File: config.mk
export PLATFORM = sky130hd
export DESIGN_NAME = mac_accumulator_4bits_flat
export DESIGN_NICKNAME = d
export VERILOG_FILES = /design/src/rtl/mac_accumulator_4bits_if.sv /design/src/rtl/mac_accumulator_4bits.sv /design/src/flat_wrapper.sv
export SDC_FILE = /design/constraint.sdc
export NUM_CORES = 1
export LEC_CHECK = 0
export CAP_MARGIN = 20
export CORE_AREA = 4 4 97 99
export CTS_CLUSTER_DIAMETER = 60
export DETAILED_ROUTE_END_ITERATION = 7
export DIE_AREA = 0 0 101 103
export GPL_TIMING_DRIVEN = 0
export PLACE_DENSITY = 0.65
export SETUP_SLACK_MARGIN = 0.1
export SLEW_MARGIN = 20
export SYNTH_ARGS = -nofsm -noshare
export SYNTH_HDL_FRONTEND = slang
export SYNTH_SLANG_ARGS = --single-unit
File: constraint.sdc
create_clock -name clk -period 2.3 [get_ports clk]
set_input_delay 0.23 -clock clk [delete_from_list [all_inputs] [get_ports clk]]
set_output_delay 0.23 -clock clk [all_outputs]
set_load 0.05 [all_outputs]
File: src/rtl/mac_accumulator_4bits_if.sv
// Product-stream input and result output handshakes of the MAC accumulator stage.
// The slave modport is the accumulator's view; the master modport is the surrounding logic's view.
interface mac_accumulator_4bits_if #(
    parameter int unsigned ACC_WIDTH = 16,
    parameter int unsigned MAX_BEATS = 255,
    localparam int unsigned CNT_WIDTH = $clog2(MAX_BEATS + 1)
);

    logic                 in_valid;
    logic                 in_ready;
    logic [7:0]           in_product;
    logic                 in_last;
    logic                 out_valid;
    logic                 out_ready;
    logic [ACC_WIDTH-1:0] out_sum;
    logic [CNT_WIDTH-1:0] out_count;
    logic                 out_overflow;
    logic                 out_truncated;

    modport slave (
        input  in_valid,
        input  in_product,
        input  in_last,
        input  out_ready,
        output in_ready,
        output out_valid,
        output out_sum,
        output out_count,
        output out_overflow,
        output out_truncated
    );

    modport master (
        output in_valid,
        output in_product,
        output in_last,
        output out_ready,
        input  in_ready,
        input  out_valid,
        input  out_sum,
        input  out_count,
        input  out_overflow,
        input  out_truncated
    );

endinterface

File: src/rtl/mac_accumulator_4bits.sv
// Sums runs of 8-bit products into one result per vector, closed by in_last or a beat limit,
// with sticky overflow, optional saturation and a one-entry registered result slot.
module mac_accumulator_4bits #(
    parameter int unsigned ACC_WIDTH = 16,
    parameter int unsigned MAX_BEATS = 255,
    parameter int unsigned SATURATE  = 0,
    localparam int unsigned CNT_WIDTH = $clog2(MAX_BEATS + 1)
) (
    input logic                    clk,
    input logic                    rst_n,
    mac_accumulator_4bits_if.slave bus
);

    typedef enum logic [1:0] {
        StIdle,
        StAccum,
        StHold
    } state_e;

    localparam logic [CNT_WIDTH:0] MaxCnt = (CNT_WIDTH + 1)'(MAX_BEATS);

    state_e               r_state;
    state_e               w_state_nxt;
    logic [ACC_WIDTH-1:0] r_acc;
    logic [ACC_WIDTH-1:0] w_acc_nxt;
    logic [CNT_WIDTH-1:0] r_cnt;
    logic [CNT_WIDTH-1:0] w_cnt_nxt;
    logic                 r_ovf;
    logic                 w_ovf_nxt;
    logic                 r_in_ready;

    logic                 r_out_valid;
    logic                 w_out_valid_nxt;
    logic [ACC_WIDTH-1:0] r_out_sum;
    logic [ACC_WIDTH-1:0] w_out_sum_nxt;
    logic [CNT_WIDTH-1:0] r_out_count;
    logic [CNT_WIDTH-1:0] w_out_count_nxt;
    logic                 r_out_ovf;
    logic                 w_out_ovf_nxt;
    logic                 r_out_trunc;
    logic                 w_out_trunc_nxt;

    logic                 w_beat;
    logic [ACC_WIDTH:0]   w_sum_wide;
    logic [CNT_WIDTH:0]   w_cnt_inc;
    logic                 w_close;
    logic                 w_ovf_beat;
    logic                 w_ovf_acc;
    logic [ACC_WIDTH-1:0] w_acc_beat;

    assign w_beat     = bus.in_valid & r_in_ready;
    assign w_sum_wide = {1'b0, r_acc} + {{(ACC_WIDTH - 7){1'b0}}, bus.in_product};
    assign w_cnt_inc  = {1'b0, r_cnt} + (CNT_WIDTH + 1)'(1);
    assign w_close    = bus.in_last | (w_cnt_inc == MaxCnt);
    assign w_ovf_beat = w_sum_wide[ACC_WIDTH];
    assign w_ovf_acc  = r_ovf | w_ovf_beat;
    // A saturated accumulator stays all-ones: any further nonzero product overflows again.
    assign w_acc_beat = ((SATURATE != 0) && w_ovf_beat) ? '1 : w_sum_wide[ACC_WIDTH-1:0];

    always_comb begin
        w_state_nxt     = r_state;
        w_acc_nxt       = r_acc;
        w_cnt_nxt       = r_cnt;
        w_ovf_nxt       = r_ovf;
        w_out_valid_nxt = r_out_valid;
        w_out_sum_nxt   = r_out_sum;
        w_out_count_nxt = r_out_count;
        w_out_ovf_nxt   = r_out_ovf;
        w_out_trunc_nxt = r_out_trunc;
        unique case (r_state)
            StIdle, StAccum: begin
                if (w_beat) begin
                    if (w_close) begin
                        w_state_nxt     = StHold;
                        w_acc_nxt       = '0;
                        w_cnt_nxt       = '0;
                        w_ovf_nxt       = 1'b0;
                        w_out_valid_nxt = 1'b1;
                        w_out_sum_nxt   = w_acc_beat;
                        w_out_count_nxt = w_cnt_inc[CNT_WIDTH-1:0];
                        w_out_ovf_nxt   = w_ovf_acc;
                        w_out_trunc_nxt = ~bus.in_last;
                    end else begin
                        w_state_nxt = StAccum;
                        w_acc_nxt   = w_acc_beat;
                        w_cnt_nxt   = w_cnt_inc[CNT_WIDTH-1:0];
                        w_ovf_nxt   = w_ovf_acc;
                    end
                end
            end
            StHold: begin
                if (bus.out_ready) begin
                    w_state_nxt     = StIdle;
                    w_out_valid_nxt = 1'b0;
                end
            end
            default: w_state_nxt = StIdle;
        endcase
    end

    // in_ready is registered so it stays low until the first edge after reset release.
    always_ff @(posedge clk or negedge rst_n) begin
        if (!rst_n) begin
            r_state     <= StIdle;
            r_acc       <= '0;
            r_cnt       <= '0;
            r_ovf       <= 1'b0;
            r_in_ready  <= 1'b0;
            r_out_valid <= 1'b0;
            r_out_sum   <= '0;
            r_out_count <= '0;
            r_out_ovf   <= 1'b0;
            r_out_trunc <= 1'b0;
        end else begin
            r_state     <= w_state_nxt;
            r_acc       <= w_acc_nxt;
            r_cnt       <= w_cnt_nxt;
            r_ovf       <= w_ovf_nxt;
            r_in_ready  <= (w_state_nxt != StHold);
            r_out_valid <= w_out_valid_nxt;
            r_out_sum   <= w_out_sum_nxt;
            r_out_count <= w_out_count_nxt;
            r_out_ovf   <= w_out_ovf_nxt;
            r_out_trunc <= w_out_trunc_nxt;
        end
    end

    assign bus.in_ready      = r_in_ready;
    assign bus.out_valid     = r_out_valid;
    assign bus.out_sum       = r_out_sum;
    assign bus.out_count     = r_out_count;
    assign bus.out_overflow  = r_out_ovf;
    assign bus.out_truncated = r_out_trunc;

endmodule

File: src/flat_wrapper.sv
// flat-port wrapper written by rule: the top's interface ports become plain ports
module mac_accumulator_4bits_flat 
#(
    parameter int unsigned ACC_WIDTH = 16,
    parameter int unsigned MAX_BEATS = 255,
    parameter int unsigned SATURATE  = 0,
    localparam int unsigned CNT_WIDTH = $clog2(MAX_BEATS + 1)
)
  (clk, rst_n, bus_in_valid, bus_in_product, bus_in_last, bus_out_ready, bus_in_ready, bus_out_valid, bus_out_sum, bus_out_count, bus_out_overflow, bus_out_truncated);
  mac_accumulator_4bits_if #(.ACC_WIDTH(ACC_WIDTH), .MAX_BEATS(MAX_BEATS)) bus_i ();
  input logic clk;
  input logic rst_n;
  input wire logic [$bits(bus_i.in_valid)-1:0] bus_in_valid;
  input wire logic [$bits(bus_i.in_product)-1:0] bus_in_product;
  input wire logic [$bits(bus_i.in_last)-1:0] bus_in_last;
  input wire logic [$bits(bus_i.out_ready)-1:0] bus_out_ready;
  output wire logic [$bits(bus_i.in_ready)-1:0] bus_in_ready;
  output wire logic [$bits(bus_i.out_valid)-1:0] bus_out_valid;
  output wire logic [$bits(bus_i.out_sum)-1:0] bus_out_sum;
  output wire logic [$bits(bus_i.out_count)-1:0] bus_out_count;
  output wire logic [$bits(bus_i.out_overflow)-1:0] bus_out_overflow;
  output wire logic [$bits(bus_i.out_truncated)-1:0] bus_out_truncated;
  assign bus_i.in_valid = bus_in_valid;
  assign bus_i.in_product = bus_in_product;
  assign bus_i.in_last = bus_in_last;
  assign bus_i.out_ready = bus_out_ready;
  assign bus_in_ready = bus_i.in_ready;
  assign bus_out_valid = bus_i.out_valid;
  assign bus_out_sum = bus_i.out_sum;
  assign bus_out_count = bus_i.out_count;
  assign bus_out_overflow = bus_i.out_overflow;
  assign bus_out_truncated = bus_i.out_truncated;
  mac_accumulator_4bits #(.ACC_WIDTH(ACC_WIDTH), .MAX_BEATS(MAX_BEATS), .SATURATE(SATURATE)) u_core (.clk(clk), .rst_n(rst_n), .bus(bus_i));
endmodule
# --- After elaboration in Yosys (flattened, before gate mapping) ---
# Index checks and enable logic that the tools add are counted.
# W data, S select, Z words.
totals:
  regBits: 55
  latchBits: 0
  ram_bits: 0
  romBits: 0
  in_bits: 13
  word_cells: 40
  memories: 0
op_classes:
  n_addsub: 2
  mul: 0
  div_mod_pow: 0
  magnitude_cmp: 0
  n_eq_ne: 7
  n_shift: 0
  mux: 11
  n_bitwise: 4
  reduce_logical: 6
ops:
  columns: ["cell", "n"]
  rows:
  - ["$add A16 B8 Y17", 1]
  - ["$mux W16", 1]
  - ["$add A8 B1 Y9 const B", 1]
  - ["$eq A9 B8 Y1 const B", 1]
  - ["$mux W8", 1]
  - ["$mux W2", 3]
  - ["$mux W1", 4]
  - ["$ne A2 B1 Y1 const B", 2]
  - ["$ne A2 B2 Y1 const B", 2]
  - ["$pmux W2 S2", 1]
  - ["$reduce_and A4 Y1", 1]
  - ["$reduce_and A3 Y1", 1]
  - ["$eq A2 B1 Y1 const B", 1]
  - ["$eq A2 B2 Y1 const B", 1]
  - ["$logic_not A2 Y1", 1]
  - ["$or A1 B1 Y1", 2]
  - ["$pmux W1 S2", 1]
  - ["$reduce_and A2 Y1", 1]
  - ["$reduce_bool A2 Y1", 1]
  - ["$reduce_or A2 Y1", 1]
  - ["$and A1 B1 Y1", 1]
  - ["$not A1 Y1", 1]

# --- Logic depth before layout (Yosys ltp) ---
# Gate-level depths: netlist of the first run.
logic_depth:
  depth_word: 7
  ltp_mapped: 8
  depth_no_buf: 7

# --- Worst setup path after synthesis of the first run ---
# No wires, ideal clock.
synth_path:
  kind: "reg-to-reg"
  start: "register u_core.r_in_ready (netlist: u_core.bus.in_ready)"
  end: "register u_core.r_out_count[2] (netlist: u_core.bus.out_count[2])"
  arrival_ps: 2330
  setup_slack_ps: -155
  path_stages_with_launch: 7
  n_path_buf: 2
  path_cell_list: "dfrtp_1 -> nand2_1 -> or2_2 -> clkbuf_1 -> a2111oi_4 -> buf_6 -> mux2_2"
synth_via:
  elab_chain_len: 2
synth_lines:
  columns: ["element", "line_no", "rtl"]
  rows:
  - ["start: declaration", "mac_accumulator_4bits.sv:30", "logic r_in_ready;"]
  - ["start signal: assignment", "mac_accumulator_4bits.sv:119", "r_in_ready <= (w_state_nxt != StHold);"]
  - ["$and A1 B1 Y1", "mac_accumulator_4bits.sv:51", "assign w_beat = bus.in_valid & r_in_ready;"]
  - ["$reduce_and A3 Y1 (no source line)", null, null]
  - ["end signal: assignment", "mac_accumulator_4bits.sv:122", "r_out_count <= w_out_count_nxt;"]
  - ["end: declaration", "mac_accumulator_4bits.sv:36", "logic [CNT_WIDTH-1:0] r_out_count;"]
# No other way between the ends.
# A chain may end at the register's enable or synchronous reset.

# --- Worst setup path in the final report of the first run ---
layout_path:
  start: "register u_core.r_cnt[0]"
  end: "register u_core.r_out_sum[7] (netlist: u_core.bus.out_sum[7])"
layout_via:
  elab_chain_len: 4
layout_lines:
  columns: ["element", "line_no", "rtl"]
  rows:
  - ["start: declaration", "mac_accumulator_4bits.sv:26", "logic [CNT_WIDTH-1:0] r_cnt;"]
  - ["start signal: assignment", "mac_accumulator_4bits.sv:117", "r_cnt <= w_cnt_nxt;"]
  - ["$add A8 B1 Y9", "mac_accumulator_4bits.sv:53", "assign w_cnt_inc = {1'b0, r_cnt} + (CNT_WIDTH + 1)'(1);"]
  - ["net u_core.w_cnt_inc[0]", "mac_accumulator_4bits.sv:45", "logic [CNT_WIDTH:0] w_cnt_inc;"]
  - ["$eq A9 B8 Y1", "mac_accumulator_4bits.sv:54", "assign w_close = bus.in_last | (w_cnt_inc == MaxCnt);"]
  - ["$or A1 B1 Y1", "mac_accumulator_4bits.sv:54", null]
  - ["$reduce_and A3 Y1 (no source line)", null, null]
  - ["end signal: assignment", "mac_accumulator_4bits.sv:121", "r_out_sum <= w_out_sum_nxt;"]
  - ["end: declaration", "mac_accumulator_4bits.sv:34", "logic [ACC_WIDTH-1:0] r_out_sum;"]
# The timed path passes the listed nets, and every way through them passes these cells.

==> flow_summary.ini, run 1 <==
[status]
status = complete, no violations

[clock_network]
insertion_delay_ns = 0.32
clkSinkCount = 55
cts_buffers = 5
clkTransAtPathRegs_ns = 0.10
clk_path_buf_depth = 2
cts-root-buf = clkbuf_8
htreeDepth = 2
cts_tree = built

[logic_synthesis]
ys_warn_count = 0
ys_ff_latch = 55
synth_area_leaders = dfrtp_1 47%, ha_1 4.3%, a21oi_1 4.0%
async_flop_share_pct = 100.0
synth_flop_cell = dfrtp_1
avgSynthCellArea_um2 = 9.672
synth_cell_types = 42
yosys.area.top_type = dfrtp_1
synth.most_common_cell = dfrtp_1
ys_top_cells_by_count = 55 x dfrtp_1, 29 x nand2_1, 24 x nor2_1
synth_nets = 324
syn-cell-area_mm2 = 0.002902
yosys.area.top_type_share_pct = 47.43
synth_cells = 300
ys_seq_area_share_pct = 47.43
synth_edf_count = 0

[worst_hold_path]
hp-start = u_core.r_acc[4]
min_path_type = reg -> reg

[job]
max_cap_viol_count = 0

[critical_path]
crit_type = reg -> reg
crit_arrival_ns = 2.45
r2r-start = u_core.r_cnt[0]
endpoint_kind = flop
worstSetupStartpointType = flop
cp_data_required_time_ns = 2.50
crit_path_max_fanout = 10
crit_start = u_core.r_cnt[0]

[detailed_routing]
drc = 0
ant_nets = 0
routedWlPerCell_um = 16.35
drtPass1Iterations = 5
num_vias = 2486
vias_per_cell = 5.323
first_iter_violations = 85
wl_um = 7636

[finish]
drive_gt1_share_pct = 16.99
finalNonFillerCells = 467
areaGrowthSynthToFinish_pct = 31.78
stdcell_area_mm2 = 0.003824
n_antenna_cell = 0
nets = 383

[grt]
antenna_found_initial = 0
grtUsageTotal_pct = 15.18
grt_remaining_overflow = 0
grt_max_degree = 56
grt_pass1_wl_um = 12380
grt_pass1_vias = 2510

[sta]
max_freq_ghz = 0.4440
skew_ns = 0.007211
relSlewSlack_pct = 53.91
fin_crit_ns = 2.252
worstMarginPinSlew_ns = 0.6913
rsz0062_at_grt = yes
slew_viol_final = 0
worst_slack_ns = 0.04761
finalHoldViolations = 0
setup_viol = 0
fin_tns_setup_ns = 0
period_share_pct = 97.93

[placement]
placed_area_mm2 = 0.003460
preCtsSetupSlack_ns = -0.4432
gp_congestion = 0.9143
dpl.hpwl_um = 5198
dp_cells = 448
portBuffers = 40

[floorplan]
dieArea_mm2 = 0.01040
num_io_pins = 41
die_w_um = 101
dieHeight_um = 103
core_region_area_mm2 = 0.008551
initial_core_util_pct = 33.93
rows = 34

[power]
ir_worst_vdd_v = 0.0006325
powerDensity_mw_per_mm2 = 1307
p_leak_uw = 0.001572
power.total_uw = 4997
-- report_power, final --
part | internal (uW) | leakage (uW) | switching [uW]
combinational | 1070 | 0.000841 | 1750
sequential | 1340 | 0.000684 | 284
clock | 237 | 0.0000470 | 318
total | 2640 | 0.00157 | 2350
-- through the flow --
stage / util, % / hold WS (ns)
after floorplan: - / -0.06559
after global placement: 40.49 / 0.4548
after detailed placement: 40.46 / 0.3300
after CTS: 42.96 / 0.4851
after global routing: 44.72 / 0.5186
final: 44.72 / 0.4832
-- cell families after synthesis --
kind of cell	after synthesis	synth area share, %
compound gates	95	21.17
simple gates	90	14.27
flops	55	47.43
buf+inv	24	3.708
xor+xnor	15	4.528
fa+ha+maj	11	5.002
mux	10	3.881
-- worst max-delay path, stage by stage (launching register included) --
cell,delay (ns)
dfrtp_1,0.44
buf_4,0.16
inv_1,0.07
ha_1,0.26
a41oi_4,0.19
a211o_2,0.40
buf_2,0.23
o21ai_0,0.26
o31ai_2,0.10
-- state kept, by name (all words and copies together) (netlist names) --
name                      count
u_core.bus.out_sum           16
u_core.r_acc                 16
u_core.bus.out_count          8
u_core.r_cnt                  8
u_core.r_state                2
u_core.bus.in_ready           1
u_core.bus.out_overflow       1
u_core.bus.out_truncated      1
u_core.bus.out_valid          1
u_core.r_ovf                  1
-- timing repair --
item / 4_1_cts / 5_1_grt
hold buffers: 1 / 0
pin swaps: 6 / 6
endpoints found under the setup margin: 53 / 42
endpoints found under the hold margin: 55 / 0
gates resized for setup: 13 / 28
cloned: 0 / 1
buffers inserted: 9 / 2
-- worst paths after layout --
| path | endpoint | cells past startpoint | slack, ns |
|---|---|---|---|
| worst min register to register | u_core.r_acc[4] | 2 | 0.48 |
| worst min-delay path | u_core.r_acc[4] | 2 | 0.48 |
| worst max register to register | u_core.bus.out_sum[7] | 8 | 0.05 |
| max in group asynchronous | u_core.bus.in_ready | 2 | 1.31 |
| min in group asynchronous | u_core.bus.out_sum[15] | 2 | 0.51 |
| worst max-delay path | u_core.bus.out_sum[7] | 8 | 0.05 |
-- layout by cell type, fill, tap and decap left out, drive strengths merged, types with 12 or more instances in the layout --
cell type,n
dfrtp,55
clkdlybuf4s50,39
nand2,29
nor2,24
a21oi,23
o21ai,23
buf,17
nand3,13
clkbuf,13
inv,12
-- layout make-up --
cell class / count / area (um2)
inverter: 12 / 45.04
clock inverter: 1 / 5.005
timing repair buffer: 53 / 523.0
tap: 108 / 135.1
clock buffer: 6 / 82.58
sequential: 55 / 1379
fill: 817 / 4727
buffer: 11 / 70.07
multi-input combinational: 221 / 1584
-- per-layer routing --
metal | track usage (%) | vias up | share of wire (%)
li1 | - | 1200 | -
met1 | 21.13 | 1197 | 46
met2 | 23.75 | 75 | 46
met3 | 2.706 | 14 | 6.4
met4 | 5.521 | 0 | 1.5
met5 | 0 | - | 0
No activity file was read; power rests on OpenSTA's default activity.
==> inputs of run 2 (changes only) <==
--- a/config.mk
+++ b/config.mk
@@ -11,6 +11,7 @@
 export DETAILED_ROUTE_END_ITERATION = 7
 export DIE_AREA = 0 0 101 103
 export GPL_TIMING_DRIVEN = 0
+export MAX_ROUTING_LAYER = met4
 export PLACE_DENSITY = 0.65
 export SETUP_SLACK_MARGIN = 0.1
 export SLEW_MARGIN = 20
==> flow_summary.ini, run 2 (synthesis gave the netlist of run 1 again) <==
[clock_network]
insertion_delay_ns = 0.31
cts-root-buf = clkbuf_8
htreeDepth = 2
clkSinkCount = 55
cts_tree = built
cts_buffers = 5
clk_path_buf_depth = 2
clkTransAtPathRegs_ns = 0.10

[job]
max_cap_viol_count = 0

[grt]
grt_max_degree = 56
grt_pass1_vias = 2536
grt_remaining_overflow = 0
grt_pass1_wl_um = 12450
grtUsageTotal_pct = 15.56
antenna_found_initial = 0

[critical_path]
cp_data_required_time_ns = 2.50
crit_arrival_ns = 2.35
critPathSlowestCell = a2111oi_4
max_stage_delay_ns = 0.44
r2r_cells = 7
worstSetupStartpointType = flop
crit_type = reg -> reg
path_cells = buf_4, inv_1, ha_4, a41oi_4, a2111oi_4, buf_6, mux2_4
endpoint_kind = flop
crit_path_max_fanout = 8

[detailed_routing]
top_layer = met4
wl_um = 7624
vias_per_cell = 5.420
wl_met1_um = 3477
drtPass1Iterations = 5
num_vias = 2580
drc = 0
met2_length_um = 3573
wl_met3_um = 463
first_iter_violations = 160
ant_nets = 0
routedWlPerCell_um = 16.02

[status]
status = complete, no violations

[placement]
placed_area_mm2 = 0.003460
portBuffers = 40
dpl.hpwl_um = 5161
gp_congestion = 0.9245

[finish]
drive_gt1_share_pct = 17.93
fillers = 787
areaGrowthSynthToFinish_pct = 35.02
nets = 391
layout_commonest_cell = dfrtp_1
stdcell_area_mm2 = 0.003918
fin_util_pct = 45.82
n_antenna_cell = 0
mostFrequentLayoutCells = 53 x dfrtp_1, 39 x clkdlybuf4s50_1, 27 x nand2_1

[sta]
relSlewSlack_pct = 53.56
max_freq_ghz = 0.4652
slew_viol_final = 0
fin_crit_ns = 2.150
finalHoldViolations = 0
rsz0062_at_grt = yes
finalHoldWorstSlack_ns = 0.4822
skew_ns = 0.01105
setup_viol = 0
period_share_pct = 93.46
worstMarginPinSlew_ns = 0.6966

[worst_hold_path]
hold_path_depth = 2
min_path_type = reg -> reg

[power]
ir_worst_vdd_v = 0.0008140
power.total_uw = 5223
p_leak_uw = 0.001623
powerDensity_mw_per_mm2 = 1333

[floorplan]
dieArea_mm2 = 0.01040
initial_core_util_pct = 33.93
die_w_um = 101
rows = 34
core_region_area_mm2 = 0.008551
dieHeight_um = 103
num_io_pins = 41
==> run 2: changes by cell type in the layout (fill, tap and decap cells not counted), sizes merged <==
cell and delta:
buf +9, bufinv +1, clkbuf -1, clkinv -1, inv +1
==> run 2: layout make-up <==
class	instances	area (um2)	area share, %
sequential	55	1379	35.20
clock buffer	6	82.58	2.108
inverter	12	45.04	1.150
buffer	11	66.31	1.693
timing repair buffer	61	561.8	14.34
multi-input combinational	221	1609	41.07
clock inverter	2	38.79	0.9901
tap	108	135.1	3.449
==> run 2: metal layers <==
metal / global-route usage [%] / up-vias
met5: - / -
met4: 3.988 / 0
met3: 2.774 / 12
met2: 24.10 / 102
met1: 21.20 / 1245
li1: - / 1221
==> run 2: worst paths after layout <==
check / startpoint / to / slack [ns]
worst max-delay path: u_core.r_cnt[0] / u_core.bus.out_sum[8] / 0.15
worst min-delay path: u_core.r_acc[4] / u_core.r_acc[4] / 0.48
worst max register to register: u_core.r_cnt[0] / u_core.bus.out_sum[8] / 0.15
worst min register to register: u_core.r_acc[4] / u_core.r_acc[4] / 0.48
max in group asynchronous: rst_n / u_core.r_cnt[2] / 1.30
min in group asynchronous: rst_n / u_core.bus.out_sum[15] / 0.50
==> run 2: worst max-delay path, delay by kind of cell, from the launching register on <==
| family | cells | cell delay [ns] |
|---|---|---|
| AO/OA/AOI/OAI | 2 | 0.61 |
| multiplexers | 1 | 0.31 |
| flip-flops | 1 | 0.43 |
| buffers and inverters | 3 | 0.50 |
| adder cells (fa/ha/maj) | 1 | 0.17 |
==> run 2: what timing repair did <==
action / in CTS / in global routing
buffers inserted: 12 / 8
setup endpoints to repair: 53 / 40
hold buffers: 1 / 0
endpoints found under the hold margin: 51 / 0
pin swaps: 7 / 13
resized for setup: 14 / 26
==> run 2: power breakdown <==
group	internal (uW)	total [uW]	switching (uW)	leakage, uW
logic	1150	2920	1770	0.000877
clock network	359	686	327	0.0000618
registers	1340	1620	278	0.000684
total	2840	5220	2380	0.00162
==> run 2: metrics by stage <==
step | setup slack [ns] | instances | TNS [ns]
3_5_place_dp | -0.3952 | 448 | -11.27
3_3_place_gp | -0.9811 | 448 | -52.89
6_report | 0.1504 | 476 | 0
4_1_cts | 0.1081 | 468 | 0
2_1_floorplan | 0.04615 | 300 | 0
5_1_grt | 0.03484 | 476 | 0
